<file path="src/rtl/vx_pe_gather.sv">
// Gathers NUM_PES-wide PE result beats into one NUM_LANES-wide tagged result.
// Define PE_GATHER_DBUF_EN to add a separate assembly buffer in front of the output register.
module vx_pe_gather #(
  parameter int NUM_LANES = 4,
  parameter int NUM_PES   = 1,
  parameter int DATAW     = 37,
  parameter int TAG_WIDTH = 1
) (
  input  logic                          clk,
  input  logic                          reset,
  input  logic                          valid_in,
  output logic                          ready_in,
  input  logic [NUM_PES*DATAW-1:0]      data_in,
  input  logic [TAG_WIDTH-1:0]          tag_in,
  output logic                          valid_out,
  input  logic                          ready_out,
  output logic [NUM_LANES*DATAW-1:0]    data_out,
  output logic [TAG_WIDTH-1:0]          tag_out
);

  localparam int BATCHES = NUM_LANES / NUM_PES;
  localparam int BW      = (BATCHES > 1) ? $clog2(BATCHES) : 1;
  localparam logic [BW-1:0] LAST_BEAT = BW'(BATCHES - 1);

  logic [BW-1:0]              beat_q, beat_d;
  logic                       valid_q, valid_d;
  logic [NUM_LANES*DATAW-1:0] data_q, data_d;
  logic [TAG_WIDTH-1:0]       tag_q, tag_d;

  logic                       fire_s, last_s;
  logic [NUM_LANES*DATAW-1:0] base_data_s, merged_data_s;
  logic [TAG_WIDTH-1:0]       base_tag_s, merged_tag_s;

  assign fire_s = valid_in & ready_in;
  assign last_s = (beat_q == LAST_BEAT);

  // Lane image of the batch being assembled, including the beat accepted this cycle
  always_comb begin
    merged_data_s = base_data_s;
    merged_tag_s  = base_tag_s;
    if (fire_s) begin
      for (int l = 0; l < NUM_LANES; l++) begin
        if (beat_q == BW'(l / NUM_PES)) begin
          merged_data_s[l*DATAW +: DATAW] = data_in[(l % NUM_PES)*DATAW +: DATAW];
        end else begin
          merged_data_s[l*DATAW +: DATAW] = base_data_s[l*DATAW +: DATAW];
        end
      end
      if (beat_q == {BW{1'b0}}) begin
        merged_tag_s = tag_in;
      end else begin
        merged_tag_s = base_tag_s;
      end
    end else begin
      merged_data_s = base_data_s;
    end
  end

  // Beat counter wraps after the final beat of a batch
  always_comb begin
    beat_d = beat_q;
    if (fire_s) begin
      beat_d = last_s ? {BW{1'b0}} : beat_q + BW'(1);
    end else begin
      beat_d = beat_q;
    end
  end

`ifdef PE_GATHER_DBUF_EN
  logic                       asm_full_q, asm_full_d;
  logic [NUM_LANES*DATAW-1:0] asm_q, asm_d;
  logic [TAG_WIDTH-1:0]       asm_tag_q, asm_tag_d;
  logic                       move_s;

  assign base_data_s = asm_q;
  assign base_tag_s  = asm_tag_q;
  assign move_s      = ~valid_q | ready_out;
  assign ready_in    = reset & ~asm_full_q;

  // A completed batch bypasses assembly when the output slot is free, otherwise parks there
  always_comb begin
    asm_d      = merged_data_s;
    asm_tag_d  = merged_tag_s;
    asm_full_d = asm_full_q;
    data_d     = data_q;
    tag_d      = tag_q;
    valid_d    = valid_q & ~ready_out;
    if (asm_full_q && move_s) begin
      data_d     = asm_q;
      tag_d      = asm_tag_q;
      valid_d    = 1'b1;
      asm_full_d = 1'b0;
    end else if (fire_s && last_s) begin
      if (move_s) begin
        data_d  = merged_data_s;
        tag_d   = merged_tag_s;
        valid_d = 1'b1;
      end else begin
        asm_full_d = 1'b1;
      end
    end else begin
      asm_full_d = asm_full_q;
    end
  end

  // Assembly buffer state
  always_ff @(posedge clk or negedge reset) begin
    if (!reset) begin
      asm_q      <= '0;
      asm_tag_q  <= '0;
      asm_full_q <= 1'b0;
    end else begin
      asm_q      <= asm_d;
      asm_tag_q  <= asm_tag_d;
      asm_full_q <= asm_full_d;
    end
  end
`else
  assign base_data_s = data_q;
  assign base_tag_s  = tag_q;
  assign ready_in    = reset & (~valid_q | ready_out);

  // Single register set: assembly writes straight into the output image
  always_comb begin
    data_d  = merged_data_s;
    tag_d   = merged_tag_s;
    valid_d = valid_q;
    if (fire_s && last_s) begin
      valid_d = 1'b1;
    end else if (ready_out) begin
      valid_d = 1'b0;
    end else begin
      valid_d = valid_q;
    end
  end
`endif

  // Output register and beat counter
  always_ff @(posedge clk or negedge reset) begin
    if (!reset) begin
      beat_q  <= '0;
      valid_q <= 1'b0;
      data_q  <= '0;
      tag_q   <= '0;
    end else begin
      beat_q  <= beat_d;
      valid_q <= valid_d;
      data_q  <= data_d;
      tag_q   <= tag_d;
    end
  end

  assign valid_out = valid_q;
  assign data_out  = data_q;
  assign tag_out   = tag_q;

endmodule

</file>
<file path="config.mk">
export PLATFORM = sky130hd
export DESIGN_NAME = vx_pe_gather
export DESIGN_NICKNAME = d
export VERILOG_FILES = /design/src/rtl/vx_pe_gather.sv
export SDC_FILE = /design/constraint.sdc
export NUM_CORES = 1
export LEC_CHECK = 0
export BUFFER_PORTS_ARGS = -buffer_cell sky130_fd_sc_hd__buf_4
export CAP_MARGIN = 30
export CORE_UTILIZATION = 54
export DETAILED_ROUTE_END_ITERATION = 8
export GPL_TIMING_DRIVEN = 1
export PLACE_DENSITY_LB_ADDON = 0.1
export SLEW_MARGIN = 20
export SYNTH_ARGS = -nofsm -noshare
export SYNTH_HDL_FRONTEND = slang
export SYNTH_SLANG_ARGS = --single-unit
</file>
<file path="constraint.sdc">
create_clock -name clk -period 4.25 [get_ports clk]
set_input_delay 0.2125 -clock clk [delete_from_list [all_inputs] [get_ports clk]]
set_output_delay 0.2125 -clock clk [all_outputs]
set_load 0.05 [all_outputs]
</file>
After elaboration in Yosys (flattened, before gate mapping)

Cells that the tools add are included.

Bits in registers: 152
Input port bits: 42
Output and inout bits: 151
Word-level logic and storage cells: 25

Add/sub/neg operators: 1
Equality and inequality tests: 3
Mux-type cells: 3
Bitwise operators: 4
Reductions and logical operators: 7

Operator list:

| operator              | count |
|---|---|
| $reduce_and A2 Y1     | 4 |
| $eq A2 B2 Y1 const B  | 2 |
| $add A2 B1 Y2 const B | 1 |
| $and A1 B1 Y1         | 2 |
| $eq A2 B1 Y1 const B  | 1 |
| $logic_not A2 Y1      | 1 |
| $mux W1               | 2 |
| $mux W2               | 1 |
| $reduce_bool A2 Y1    | 1 |
| $logic_and A1 B1 Y1   | 1 |
| $not A1 Y1            | 1 |
| $or A1 B1 Y1          | 1 |

Logic depth before layout (Yosys ltp)

Word-level depth: 6
Gate-level depth with buffers: 6
Gate-level depth less buffers: 4

Worst setup path before layout

OpenSTA, ideal clock, no wires.

Path kind: register to register
Start point: register valid_q (netlist: valid_out)
End point: register data_q[111] (netlist: data_out[111])
Setup time: 0.125 ns
Data arrival time: 1.610 ns
Required time: 4.125 ns
Slack: 2.515 ns
Stages on the path, launching flop included: 7
Buffers on the path: 3
Clock period less this slack: 1.735 ns
Cells stage by stage: dfrtp_1 > nand2b_1 > buf_4 > nand4_1 > buf_4 > buf_6 > mux2_2

Longest elaborated chain between the ends: 5

Ends and longest elaborated chain:

| element                            | line | source |
|---|---|---|
| start, declared                    | 26   | `logic valid_q, valid_d;` |
| start signal, assigned             | 147  | `valid_q <= valid_d;` |
| $not A1 Y1                         | 121  | `assign ready_in = reset & (~valid_q \| ready_out);` |
| $or A1 B1 Y1                       | 121  |  |
| $and A1 B1 Y1                      | 121  |  |
| $and A1 B1 Y1                      | 34   | `assign fire_s = valid_in & ready_in;` |
| $reduce_and A2 Y1 (no source line) | --   |  |
| end signal, assigned               | 148  | `data_q <= data_d;` |
| end, declared                      | 27   | `logic [NUM_LANES*DATAW-1:0] data_q, data_d;` |

No other way between the ends.
A chain may end at the register's enable or synchronous reset.

Worst setup path in the final report

Start point: register valid_q (netlist: valid_out)
End point: register data_q[35] (netlist: data_out[35])

The elaborated chain is that of the path after synthesis.

==> metrics.cfg <==
[clock_tree]
cts_tree = yes
cts.repair.resized = 0
clkLatencyLatePin_ns = 0.51
clkSinkCount = 152
clk_pin_slew_ns = 0.06
htree_levels = 4
numCtsBuffers = 17
cts_root_buf = clkbuf_8
cts_buffer_depth = 2

[synthesis]
synth_top_area_share_pct = 66.2
ys_warn_count = 0
yosysSeqAreaShare_pct = 66.2
syn_nets = 379
yosysTopAreaCell = dfrtp_1
ys_ff_latch = 152
ys_types = 15
synth_area_um2 = 5750
synthCells = 333
synth.area.top_cells = dfrtp_1 (66%), mux2_2 (28%), mux2_1 (1.4%)
avgSynthCellArea_um2 = 17.3

[floorplan]
fp-row-count = 37
start_util_pct = 55.7
fp.coreArea_um2 = 10300
die_h_um = 105
fp.dieW_um = 105
io_pins = 193
die-area_um2 = 11100

[finish]
area_growth_pct = 44.5
drive_above_1_share_pct = 63.8
register_area_um2 = 3800
layout.cells.non_filler = 722
final_nets = 620
diodes = 0
fillers = 569
multi_input_area_um2 = 1830

[timing]
rsz0062_at_grt = false
fmax_ghz = 0.448
layout_min_cycle_time_ns = 2.23
setup_viol_count_final = 0
relSlewSlack_pct = 45.3
whs_ns = 0.181
tns_ns = 0
drv_slew = 0
clock_skew_ns = 0.00698
final.setup.worst_slack_ns = 2.02
report.final.hold_viol_count = 0
finalCritPeriodShare_pct = 52.6
tightestPinTransition_ns = 0.819

[drt]
viasPerCell = 5.21
first_pass_iters = 4
route.detailed.drc = 0
route.antenna.remaining_nets = 0
routedWlPerCell_um = 17.9
wl_um = 13000
num_vias = 3759
drtIter0Drc = 140

[critical_path]
crit_arrival_ns = 2.62
max_stage_delay_ns = 0.61
critPathSlowestCell = nand4_1
crit_required_ns = 4.64
crit_chain = nand2b_1, nand4_1, buf_4, mux2_2
start_kind = flop
worstPathMaxFanout = 26
worstSetupPathType = flop to flop
critPathCaptureType = flop

[worst_hold_path]
min_path_type = input pin to asynchronous set/reset pin

[placement]
port_buffers = 192
place.gp.congestion = 0.782
place_ws_ns = 1.99
placedCellCount = 651
dp_hpwl_um = 8380

[global_routing]
antenna_found_initial = 0
grt_max_degree = 78
grt_use_total_pct = 24.7
grt_overflow = 0
grt_pass1_vias = 3945
grt_pass1_wl_um = 20700

[job]
max-cap-violations = 0

[run_status]
status = completed

==> synth_stat cells (all sizes together) <==
| cell type | instances |
|---|---|
| nand4 | 4 |
| nand3 | 1 |
| mux2 | 151 |
| and2 | 1 |
| buf | 15 |
| dfrtp | 152 |
| ha | 4 |
| nand2 | 1 |
| nor2 | 1 |
| inv | 2 |
| nand2b | 1 |
==> critical path: cells and delay by family, from the launching register on <==
| kind | cells | cell delay [ns] |
|---|---|---|
| muxes | 1 | 0.32 |
| buffers and inverters | 1 | 0.50 |
| DFF | 1 | 0.38 |
| and+or+nand+nor | 2 | 0.89 |
==> cells in the final DEF (no fill, tap or decap), types with 3 or more instances in the layout <==
cell / instances
bufinv_16: 3
mux2_1: 7
dfrtp_1: 152
clkinv_4: 3
clkinvlp_4: 3
clkbuf_16: 16
ha_1: 4
buf_4: 196
dlygate4sd3_1: 39
mux2_2: 144
clkbuf_8: 3
==> per-stage QoR <==
step / utilization, % / cell area (um^2)
2_1_floorplan: - / 5750
3_3_place_gp: 70.7 / 7290
3_5_place_dp: 70.7 / 7290
4_1_cts: 80.2 / 8280
5_1_grt: 80.5 / 8310
6_report: 80.5 / 8310
==> registers in the layout (all words and copies together) (netlist names) <==
register and flops:
data_out 148, beat_q 2, tag_out 1, valid_out 1
==> cell type report <==
| class | count | area share, % |
|---|---|---|
| timing repair buffer | 237 | 22.9 |
| clock buffer | 20 | 5.36 |
| sequential | 152 | 45.8 |
| tap | 136 | 2.05 |
| multi-input combinational | 164 | 22.0 |
| inverter | 2 | 0.0904 |
| clock inverter | 11 | 1.79 |
==> path summary, 6_finish.rpt <==
path	from	to	slack [ns]	cells past startpoint
min in group clk	valid_in	beat_q[1]	0.18	3
max reg2reg	valid_out	data_out[35]	2.02	4
min	reset	data_out[93]	0.18	2
max	valid_out	data_out[35]	2.02	4
max in group asynchronous	reset	data_out[118]	2.53	5
min reg2reg	data_out[100]	data_out[100]	0.51	1
==> what timing repair did <==
action / in CTS / in global routing
hold buffers: 39 / 0
buffers inserted: 0 / 0
hold endpoints to repair: 180 / 0
==> cell families after synthesis <==
group / after synthesis / share of synthesized area [%]
flip-flops: 152 / 66.2
multiplexers: 151 / 29.6
buffers and inverters: 17 / 2.00
AND/OR/NAND/NOR: 9 / 1.39
adder cells (fa/ha/maj): 4 / 0.871
==> per-layer routing <==
metal  global-route usage [%]  routed length [um]  up-vias
met5                        0                   0        -
met4                     8.35                 201        0
met2                     41.8                6680      136
met1                     30.8                5300     1929
met3                     6.80                 776       16
li1                         -                   -     1678
Power is not shown: default switching activity piles up to over one toggle a cycle in this logic, so the estimate is an artifact.
